`src/rtl/saturn_mouse_port.sv`:
```
// saturn_mouse_port
// -----------------
// Device side of a Sega Saturn mouse port. The host selects the device by
// pulling th low. Every edge the host then makes on tr requests one nibble.
// The device answers by driving the next nibble on d and toggling tl.
//
// On selection, the mouse accumulator is captured into a local snapshot,
// and reset_acc pulses to clear the accumulator. The ten-nibble frame is:
//   0, B, F, F, flags, buttons, x[7:4], x[3:0], y[7:4], y[3:0]
// It is served from that snapshot, so motion that arrives mid-frame is
// kept for the next read.
//
// Ports
//   clk        system clock, rising edge
//   reset_n    asynchronous active-low reset
//   flags      {y_ov, x_ov, y_sign, x_sign} from the accumulator
//   buttons    {start/middle-ext, middle, right, left} from the accumulator
//   x, y       accumulated deltas, low 8 bits
//   th         host select, asynchronous, low = selected
//   tr         host request, asynchronous, each edge requests one nibble
//   tl         acknowledge, toggles once per delivered nibble
//   d          data nibble to the host
//   reset_acc  one-cycle pulse clearing the accumulator after the snapshot
//   busy       high whenever a transfer is in progress
//
// Parameters
//   SETUP_CYCLES    clk cycles between driving a nibble and toggling tl
//   TIMEOUT_CYCLES  idle clk cycles allowed between tr edges before the
//                   transfer is abandoned
module saturn_mouse_port #(
  parameter int SETUP_CYCLES   = 4,
  parameter int TIMEOUT_CYCLES = 65535
) (
  input  logic       clk,
  input  logic       reset_n,
  input  logic [3:0] flags,
  input  logic [3:0] buttons,
  input  logic [7:0] x,
  input  logic [7:0] y,
  input  logic       th,
  input  logic       tr,
  output logic       tl,
  output logic [3:0] d,
  output logic       reset_acc,
  output logic       busy
);

  // Counter widths only need to hold the terminal count (N-1).
  localparam int SetupW   = (SETUP_CYCLES > 1) ? $clog2(SETUP_CYCLES) : 1;
  localparam int TimeoutW = (TIMEOUT_CYCLES > 1) ? $clog2(TIMEOUT_CYCLES) : 1;

  localparam logic [SetupW-1:0]   SetupLast   = SetupW'(SETUP_CYCLES - 1);
  localparam logic [TimeoutW-1:0] TimeoutLast = TimeoutW'(TIMEOUT_CYCLES - 1);

  localparam logic [3:0] LastIdx = 4'd9;

  typedef enum logic [2:0] {
    IDLE,
    SNAP,
    WAIT_TR,
    SETUP,
    DONE
  } state_e;

  // Synchronizer and edge-detect registers for the two host lines.
  logic th_meta_q, th_sync_q, th_prev_q;
  logic tr_meta_q, tr_sync_q, tr_prev_q;

  // Start-up qualification of th (see the arming logic below).
  logic [1:0] flush_q, flush_d;
  logic       armed_q, armed_d;

  // Transfer state.
  state_e                state_q, state_d;
  logic [23:0]           snap_q, snap_d;
  logic [3:0]            idx_q, idx_d;
  logic [SetupW-1:0]     setup_cnt_q, setup_cnt_d;
  logic [TimeoutW-1:0]   timeout_q, timeout_d;
  logic [3:0]            d_q, d_d;
  logic                  tl_q, tl_d;

  logic       th_fall;
  logic       tr_edge;
  logic [3:0] nibble;

  // Two-flop synchronizers plus a delayed copy for edge detection. They
  // reset high, which is the idle level of the host lines.
  always_ff @(posedge clk or negedge reset_n) begin
    if (!reset_n) begin
      th_meta_q <= 1'b1;
      th_sync_q <= 1'b1;
      th_prev_q <= 1'b1;
      tr_meta_q <= 1'b1;
      tr_sync_q <= 1'b1;
      tr_prev_q <= 1'b1;
    end else begin
      th_meta_q <= th;
      th_sync_q <= th_meta_q;
      th_prev_q <= th_sync_q;
      tr_meta_q <= tr;
      tr_sync_q <= tr_meta_q;
      tr_prev_q <= tr_sync_q;
    end
  end

  // The synchronizers reset to 1. If th is already low when reset is
  // released, the synchronized value falls, and that looks like a
  // selection. A selection is only accepted after th has been seen high
  // once the synchronizer holds real input. So a reset in the middle of a
  // transfer needs a fresh deselect/select from the host.
  always_comb begin
    flush_d = flush_q;
    armed_d = armed_q;
    if (flush_q != 2'd2) begin
      flush_d = flush_q + 2'd1;
    end else if (th_sync_q) begin
      armed_d = 1'b1;
    end
  end

  assign th_fall = armed_q & th_prev_q & ~th_sync_q;
  assign tr_edge = tr_sync_q ^ tr_prev_q;

  // Frame layout. The snapshot is packed as {flags, buttons, x, y}.
  always_comb begin
    nibble = 4'hF;
    case (idx_q)
      4'd0:    nibble = 4'h0;
      4'd1:    nibble = 4'hB;
      4'd2:    nibble = 4'hF;
      4'd3:    nibble = 4'hF;
      4'd4:    nibble = snap_q[23:20];
      4'd5:    nibble = snap_q[19:16];
      4'd6:    nibble = snap_q[15:12];
      4'd7:    nibble = snap_q[11:8];
      4'd8:    nibble = snap_q[7:4];
      4'd9:    nibble = snap_q[3:0];
      default: nibble = 4'hF;
    endcase
  end

  // Next-state logic for the transfer FSM. A deselect (synchronized th
  // high) overrides everything else, so it is applied after the case.
  always_comb begin
    state_d     = state_q;
    snap_d      = snap_q;
    idx_d       = idx_q;
    setup_cnt_d = setup_cnt_q;
    timeout_d   = timeout_q;
    d_d         = d_q;
    tl_d        = tl_q;

    case (state_q)
      IDLE: begin
        d_d   = 4'hF;
        tl_d  = 1'b1;
        idx_d = 4'd0;
        // tr edges are ignored here, so a tr edge that coincides with
        // the selection is dropped.
        if (th_fall) begin
          state_d = SNAP;
        end
      end

      SNAP: begin
        snap_d    = {flags, buttons, x, y};
        idx_d     = 4'd0;
        timeout_d = '0;
        state_d   = WAIT_TR;
      end

      WAIT_TR: begin
        if (tr_edge) begin
          d_d         = nibble;
          setup_cnt_d = '0;
          timeout_d   = '0;
          state_d     = SETUP;
        end else if (timeout_q == TimeoutLast) begin
          // The host went quiet while still selecting us. Give up on
          // this frame and wait for a fresh selection.
          state_d   = IDLE;
          d_d       = 4'hF;
          tl_d      = 1'b1;
          idx_d     = 4'd0;
          timeout_d = '0;
        end else begin
          timeout_d = timeout_q + TimeoutW'(1);
        end
      end

      SETUP: begin
        // tr edges seen here are deliberately not remembered.
        if (setup_cnt_q == SetupLast) begin
          tl_d = ~tl_q;
          if (idx_q == LastIdx) begin
            state_d = DONE;
          end else begin
            idx_d   = idx_q + 4'd1;
            state_d = WAIT_TR;
          end
        end else begin
          setup_cnt_d = setup_cnt_q + SetupW'(1);
        end
      end

      DONE: begin
        state_d = DONE;
      end

      default: begin
        state_d = IDLE;
      end
    endcase

    // Deselect abandons any partial transfer. The snapshot is simply
    // dropped; the accumulator has already been cleared.
    if (state_q != IDLE && th_sync_q) begin
      state_d     = IDLE;
      d_d         = 4'hF;
      tl_d        = 1'b1;
      idx_d       = 4'd0;
      setup_cnt_d = '0;
      timeout_d   = '0;
    end
  end

  // State registers for the FSM and its datapath.
  always_ff @(posedge clk or negedge reset_n) begin
    if (!reset_n) begin
      flush_q     <= 2'd0;
      armed_q     <= 1'b0;
      state_q     <= IDLE;
      snap_q      <= '0;
      idx_q       <= 4'd0;
      setup_cnt_q <= '0;
      timeout_q   <= '0;
      d_q         <= 4'hF;
      tl_q        <= 1'b1;
    end else begin
      flush_q     <= flush_d;
      armed_q     <= armed_d;
      state_q     <= state_d;
      snap_q      <= snap_d;
      idx_q       <= idx_d;
      setup_cnt_q <= setup_cnt_d;
      timeout_q   <= timeout_d;
      d_q         <= d_d;
      tl_q        <= tl_d;
    end
  end

  // SNAP lasts exactly one cycle, so decoding it gives a single pulse per
  // transfer.
  assign reset_acc = (state_q == SNAP);
  assign busy      = (state_q != IDLE);
  assign d         = d_q;
  assign tl        = tl_q;

endmodule

```
`config.mk`:
```
export PLATFORM = sky130hd
export DESIGN_NAME = saturn_mouse_port
export DESIGN_NICKNAME = d
export VERILOG_FILES = /design/src/rtl/saturn_mouse_port.sv
export SDC_FILE = /design/constraint.sdc
export NUM_CORES = 1
export LEC_CHECK = 0
export ABC_AREA = 0
export CAP_MARGIN = 20
export CORE_ASPECT_RATIO = 0.8
export CORE_MARGIN = 3
export CORE_UTILIZATION = 45
export DETAILED_ROUTE_END_ITERATION = 8
export PLACE_DENSITY = 0.77
export SKIP_LAST_GASP = 1
export SLEW_MARGIN = 25
export SYNTH_ARGS = -nofsm -noshare
export SYNTH_HDL_FRONTEND = slang
export SYNTH_SLANG_ARGS = --single-unit
```
`constraint.sdc`:
```
create_clock -name clk -period 5.3 [get_ports clk]
set_clock_uncertainty 0.05 [all_clocks]
set_input_delay 0.795 -clock clk [delete_from_list [all_inputs] [get_ports clk]]
set_output_delay 0.795 -clock clk [all_outputs]
set_load 0.01 [all_outputs]
```
==> Word level (Yosys, flattened, before mapping) <==
Index checks and enable logic that the tools add are counted.
{ "word_totals": {"regBits": 63, "out_inout_bits": 7, "input_bits": 28, "word_cells": 94} }
{ "classes": {"reduce_logical": 16, "n_mux": 31, "n_addsub": 4, "eq_ne": 22, "n_bitwise": 6} }
{ "op_table": {"columns": ["op", "n"], "rows": [
  ["2-to-1 mux 16 bit", 3],
  ["2-to-1 mux 4 bit", 8],
  ["one-hot mux 16 bit (2 select lines)", 1],
  ["one-hot mux 4 bit (8 select lines)", 1],
  ["!= test 3 bit (second input constant)", 7],
  ["2-to-1 mux 3 bit", 6],
  ["adder 16 x 1 -> 16 bit (second input constant)", 1],
  ["== test 16 bit (second input constant)", 1],
  ["== test 4 x 3 -> 1 bit (second input constant)", 4],
  ["one-hot mux 3 bit (5 select lines)", 1],
  ["one-hot mux 4 bit (3 select lines)", 1],
  ["nonzero test 3 bit", 4],
  ["== test 4 bit (second input constant)", 2],
  ["one-hot mux 4 bit (2 select lines)", 1],
  ["nonzero test 4 bit", 2],
  ["== test 3 x 2 -> 1 bit (second input constant)", 2],
  ["2-to-1 mux 2 bit", 3],
  ["AND reduction 3 bit", 2],
  ["AND reduction 5 bit", 1],
  ["adder 2 x 1 -> 2 bit (second input constant)", 2],
  ["adder 4 x 1 -> 4 bit (second input constant)", 1],
  ["== test 4 x 1 -> 1 bit (second input constant)", 1],
  ["zero test 4 bit", 1],
  ["2-to-1 mux 1 bit", 4],
  ["other kinds (15)", 19]
]} }

==> Depth between registers and ports, before layout <==
Gate-level depths: netlist of the first run.
{ "depth": {"ltp_word": 5, "mapped_depth": 8} }

==> Worst setup path before layout of the first run <==
OpenSTA, ideal clock, no wires.
{ "synth_timing": {"kind": "register to output", "start": "reg state_q[1]", "end": "out reset_acc", "stages_incl_launch_ff": 5, "arrival_ns": 1.124, "slack_ns": 3.331, "path_buffers": 2, "cell_sequence": "dfrtp_1 -> nor2b_1 -> nor2b_1 -> clkbuf_1 -> buf_2"} }
{ "synth_between": {"elab_chain_len": 1} }
{ "synth_lines": {"columns": ["item", "line", "source"], "rows": [
  ["from (decl)", "74", "state_e state_q, state_d;"],
  ["from (signal assigned)", "242", "state_q <= state_d;"],
  ["== test 3 x 1 -> 1 bit", "254", "assign reset_acc = (state_q == SNAP);"],
  ["to (decl)", "44", "output logic reset_acc,"]
]} }
Every way passes these cells.

==> Worst setup path in the final report of the first run <==
{ "layout_timing": {"start": "reg state_q[0]", "end": "out reset_acc"} }
The elaborated chain is that of the path after synthesis.

==> results of run 1 <==
cells by family (layout without fill, tap and decap cells):
kind of cell | count (synthesis) | after routing | share of synthesized area (%)
AO/OA/AOI/OAI | 81 | 81 | 18.8
AND/OR/NAND/NOR | 81 | 81 | 13.5
flip-flops | 63 | 63 | 51.7
multiplexers | 24 | 24 | 8.79
buffers and inverters | 22 | 60 | 3.38
adder cells (fa/ha/maj) | 8 | 8 | 3.25
XOR/XNOR | 2 | 2 | 0.570
per-stage QoR:
stage	std cells	worst slack, ns	hold slack, ns	utilization [%]	power, µW
after floorplan	281	3.33	0.295	-	846
after global placement	386	2.69	0.296	53.1	931
after detailed placement	386	2.59	0.298	53.1	947
after CTS	402	2.24	0.308	55.9	1330
after global routing	403	2.09	0.311	56.1	1390
final	403	2.26	0.307	56.1	1320
metal layers:
layer | vias up | wire, µm
met4 | 0 | 112
met1 | 1124 | 3050
li1 | 1118 | -
met5 | - | 0
met3 | 14 | 286
met2 | 51 | 2830
worst min path at each step:
| stage | startpoint | endpoint | slack, ns |
|---|---|---|---|
| floorplan | th_meta_q | th_sync_q | 0.30 |
| global placement | tr_meta_q | tr_sync_q | 0.30 |
| detailed placement | tr_meta_q | tr_sync_q | 0.30 |
| CTS | tr_meta_q | tr_sync_q | 0.31 |
| global route | tr_meta_q | tr_sync_q | 0.31 |
| finish | tr_meta_q | tr_sync_q | 0.31 |
cells in the mapped netlist, types with 2 or more instances:
| cell | count | area share (%) |
|---|---|---|
| dfrtp_1 | 52 | 42 |
| nand2_1 | 28 | 3.4 |
| mux2_2 | 24 | 8.8 |
| a21oi_1 | 14 | 2.3 |
| a31oi_1 | 13 | 2.6 |
| nor2_1 | 13 | 1.6 |
| dfstp_2 | 11 | 9.4 |
| and3_1 | 9 | 1.8 |
| ha_1 | 8 | 3.3 |
| a22o_1 | 7 | 2.0 |
| inv_1 | 7 | 0.85 |
| clkbuf_1 | 6 | 0.73 |
| nand3_1 | 6 | 0.98 |
| buf_2 | 5 | 0.81 |
| nand2b_1 | 5 | 1.0 |
| o21ai_1 | 5 | 0.81 |
| o22ai_1 | 5 | 1.0 |
| a221oi_1 | 4 | 1.1 |
| a22oi_1 | 4 | 0.98 |
| o22a_1 | 4 | 1.1 |
| a21o_1 | 3 | 0.73 |
| a41oi_1 | 3 | 0.85 |
| and2_1 | 3 | 0.61 |
| nand4_1 | 3 | 0.61 |
| nor2b_1 | 3 | 0.61 |
| o21ai_0 | 3 | 0.49 |
| and4_1 | 2 | 0.57 |
| buf_1 | 2 | 0.24 |
| buf_6 | 2 | 0.73 |
| o211ai_1 | 2 | 0.49 |
| o21a_1 | 2 | 0.49 |
| o311ai_1 | 2 | 0.57 |
| o31ai_1 | 2 | 0.49 |
| o32ai_1 | 2 | 0.57 |
| or4_1 | 2 | 0.49 |
report_power, final:
part	total (µW)	internal (µW)	switching, µW
clock network	378	193	185
logic	279	154	124
registers	660	592	67.3
total	1320	940	376
layout make-up:
cell class              count  area [µm²]
flip-flops and latches     63        1590
clock inverters             5        32.5
clock buffers              11         151
multi-input cells         196        1380
repair buffers             37         362
fillers                   578        2860
well taps                  84         105
inverters                   7        26.3
critical path, stage by stage (launching register included):
cell             delay, ns
dfrtp_1               0.54
nor2b_1               0.22
nor2b_2               0.17
buf_4                 0.32
clkdlybuf4s50_1       0.61
sequential cells by signal, indices dropped and copies added (netlist names), 2 cells and up:
register     flops
timeout_q       16
state_q          3
setup_cnt_q      2
idx_q            4
flush_q          2
snap_q          24
d                4
==> metrics.txt, run 1 <==
CP Class register to primary output; drt pass-1 iters 5; Worst R2R Path Depth 5; # clock sinks 63; Worst Hold Class register to register; Post-Syn Nets 317; final-report max-slew violation count 0; final antenna-violating net count 0; async set-or-reset flop fraction in the synthesized netlist 100%; Initial Util 47.3%; CP Launch Type register; final WL 6.28 mm; PostCTS Resize Cnt 0; number of synthesized register bits 63; std cell rows 26; IR drop worst, VDD 223 µV; largest net degree at the start of global routing 64; Syn Std Cell Area 3080 µm²; initial antenna violation count 0; Setup TNS 0 ns; gr usage total 17.1%; worst r2r src state_q[2]; Longest Clk Path Bufs 2; postcts setup bufs 0; hold buffers post-CTS 0; minimum clock period 3.04 ns; post-synthesis sequential area ratio 51.7%; Net count, final 350; die height 79.9 µm; CTS tree yes; Crit. Startpoint state_q[0]; cells after synthesis 281; most frequent cells in the layout 52 x dfrtp_1, 33 x clkdlybuf4s50_1, 28 x nand2_1, 24 x mux2_2, 14 x a21oi_1; vias in the first global route 2146; Ant. Diodes 0; GRT met2 Usage 23.6%; unrepaired setup endpoints after global routing no; Setup-failing EPs final 0; Die ar. 7870 µm²; Placed Area 3460 µm²; Worst Path Max Fanout 25; top_reg_cell synth dfrtp_1; core area 6510 µm²; Vias 2307; CP endpoint kind primary output; hold depth 0; Slew @ Worst Pin 0.777 ns; Num CTS Buffers 9; M3 GR Usage 5.85%; EDFF count, synth 0; WP data required 4.45 ns; share of layout cells above drive strength 1 18.5%; 1st-iter DRT viols 166; number of max-cap violations 0; Avg Cell Area, Syn 10.9 µm²; I/O Pins 35; Die X 98.4 µm; drc violations 0; hpwl dp 4.32 mm; Port Buf Inserts 34; Area Overhead vs Synth 18.7%; Max-Slew Margin vs Limit 48.2%; Root Buffer clkbuf_8; final cell area excluding filler cells 3650 µm²; Fin. Hold Viols 0; GRT Max-Usage Layer met1; crit share post-route 57.4%; outcome complete, no violations; Pleak 0.00153 µW; clock slew at reported path FFs 0.07 ns; Synth cell types 50; RePlAce Congestion 0.846; vias per cell 5.72; Critical Path AT 2.20 ns; Remaining Overflow, GRT 0; Fmax achieved 329 MHz; Power Density 360 nW/µm²; r2r setup slk 2.86 ns; CP endpoint reset_acc; global-route wire length before repair 10.5 mm; wire length per cell 15.6 µm; H-tree Lvls 3; Worst R2R End timeout_q[9]; Skew-Pair Late Insertion Delay 0.34 ns; Syn. warnings 0; met1 Usage GRT 24.2%; commonest non-fill, non-tap cell in the layout dfrtp_1
No activity file was read; power rests on OpenSTA's default activity.
==> inputs of run 2 (changes only) <==
clock period = 2.9 ns   (was 5.3 ns; I/O delays follow)
==> run 2 against run 1 <==
Against the previous run: hold slack got worse by 0.19 ns; global-route usage up 1.3 points; non-clock buffer count grew 2; largest cell class unchanged; highest routed layer unchanged.
==> metrics.txt, run 2 (synthesis gave the netlist of run 1 again) <==
outcome complete, no violations; die height 79.9 µm (unchanged); Die ar. 7870 µm² (unchanged); CTS tree yes; drt pass-1 iters 4 (-1); final WL 6.74 mm (+7.4%); Worst Hold Class primary input to async pin; CP Class register to primary output; # clock sinks 63 (unchanged); final antenna-violating net count 0 (unchanged); Ant. Diodes 0 (unchanged); postcts setup bufs 0 (unchanged); unrepaired setup endpoints after global routing no; crit share post-route 80.2%; critical path's largest stage delay 0.51 ns (-0.10 ns); Fmax achieved 430 MHz; Skew-Pair Late Insertion Delay 0.34 ns (about the same); Initial Util 47.3% (unchanged); Setup TNS 0 ns (unchanged); Critical Path AT 1.84 ns (-0.36 ns); WP data required 2.41 ns (-2.04 ns); Remaining Overflow, GRT 0 (unchanged); final setup margin 0.574 ns (-1.69 ns); CP Launch Type register; number of max-cap violations 0 (unchanged); commonest non-fill, non-tap cell in the layout dfrtp_1; RePlAce Congestion 0.874 (+3.2%); vias in the first global route 2285 (+6.5%); global-route wire length before repair 11.3 mm (+8.4%); IR drop worst, VDD 487 µV (+120%); Power Density 693 nW/µm² (+92%); CP endpoint kind primary output; minimum clock period 2.33 ns; std cell rows 26 (unchanged); Num CTS Buffers 9 (unchanged); core area 6510 µm² (unchanged); Die X 98.4 µm (unchanged); hold buffers post-CTS 0 (unchanged); PostCTS Resize Cnt 0 (unchanged); Fin. Hold Viols 0 (unchanged); H-tree Lvls 3 (unchanged); Worst Path Max Fanout 13 (-48%); Top reg by flops snap_q; share of layout cells above drive strength 1 18.4% (-0.12 points); max reg flops 24 (unchanged); initial antenna violation count 0 (unchanged); drc violations 0 (unchanged); Worst path slowest cell dfrtp_1; Port Buf Inserts 34 (unchanged); gr usage total 18.4% (+1.3 points); most frequent cells in the layout 52 x dfrtp_1, 33 x clkdlybuf4s50_1, 28 x nand2_1, 24 x mux2_2, 14 x a21oi_1; 1st-iter DRT viols 148 (-11%); Area Overhead vs Synth 20.1%; Vias 2337 (+1.3%); CP cell instances or3_1, clkdlybuf4s50_1; Slew @ Worst Pin 0.770 ns (-0.00746 ns); Setup-failing EPs final 0 (unchanged); hpwl dp 4.81 mm (+12%); minimum hold slack 0.113 ns (-0.193 ns); I/O Pins 35 (unchanged); Pleak 0.00156 µW (+2.1%); Max-Slew Margin vs Limit 48.7% (+0.50 points); wire length per cell 16.6 µm (+6.9%); vias per cell 5.77 (+0.80%); Place WS 0.750 ns (-1.84 ns); biggest regs snap_q (24), timeout_q (16); largest net degree at the start of global routing 35 (-45%); Net count, final 352 (+0.57%); Longest Clk Path Bufs 2 (unchanged); final-report max-slew violation count 0 (unchanged); clock slew at reported path FFs 0.07 ns (about the same); Root Buffer clkbuf_8
run 2: cell types whose count changed in the layout (fill, tap and decap cells not counted):
cell / previous run / this run
buf_4: 2 / 5
clkinvlp_4: 3 / 0
bufinv_16: 0 / 2
clkbuf_1: 0 / 2
buf_6: 1 / 0
clkbuf_8: 11 / 10
run 2: critical path: cells and delay by family (launching register included):
family	cells	cell delay, ns
buffers and inverters	1	0.50
flip-flops	1	0.51
AND/OR/NAND/NOR	1	0.49
run 2: through the flow:
step,area [µm²],total power [µW],cells,util [%]
floorplan,3080,1550,281,-
global placement,3480,1710,389,53.5
detailed placement,3480,1740,389,53.5
CTS,3690,2580,405,56.8
global route,3690,2690,405,56.8
finish,3690,2560,405,56.8
run 2: layout make-up:
| cell class | count | area, µm² |
|---|---|---|
| fill | 551 | 2810 |
| sequential | 63 | 1590 |
| multi-input combinational | 196 | 1380 |
| timing repair buffer | 39 | 373 |
| clock buffer | 12 | 145 |
| tap | 84 | 105 |
| clock inverter | 4 | 70.1 |
| inverter | 7 | 26.3 |
run 2: where the power goes:
part | leakage [µW] | switching, µW | internal (µW)
Combinational | 0.000673 | 232 | 282
Clock | 0.000110 | 329 | 505
Sequential | 0.000777 | 129 | 1080
run 2: path summary, 6_finish.rpt:
path                            start        end  slack, ns  cells past startpoint
setup / recovery           state_q[1]       busy       0.57                      2
hold / removal                reset_n  snap_q[3]       0.11                      1
setup reg to reg             idx_q[1]   idx_q[3]       0.74                      7
hold reg to reg             tr_meta_q  tr_sync_q       0.31                      0
max in group asynchronous     reset_n  th_prev_q       1.88                      2
min in group clk            tr_meta_q  tr_sync_q       0.31                      0
run 2: routing by layer:
| metal | global-route usage (%) | vias up | wire length (µm) |
|---|---|---|---|
| met5 | 0 | - | 0 |
| met4 | 6.41 | 0 | 104 |
| met3 | 4.54 | 9 | 243 |
| met2 | 27.1 | 44 | 3180 |
| met1 | 26.4 | 1162 | 3220 |
| li1 | - | 1122 | - |
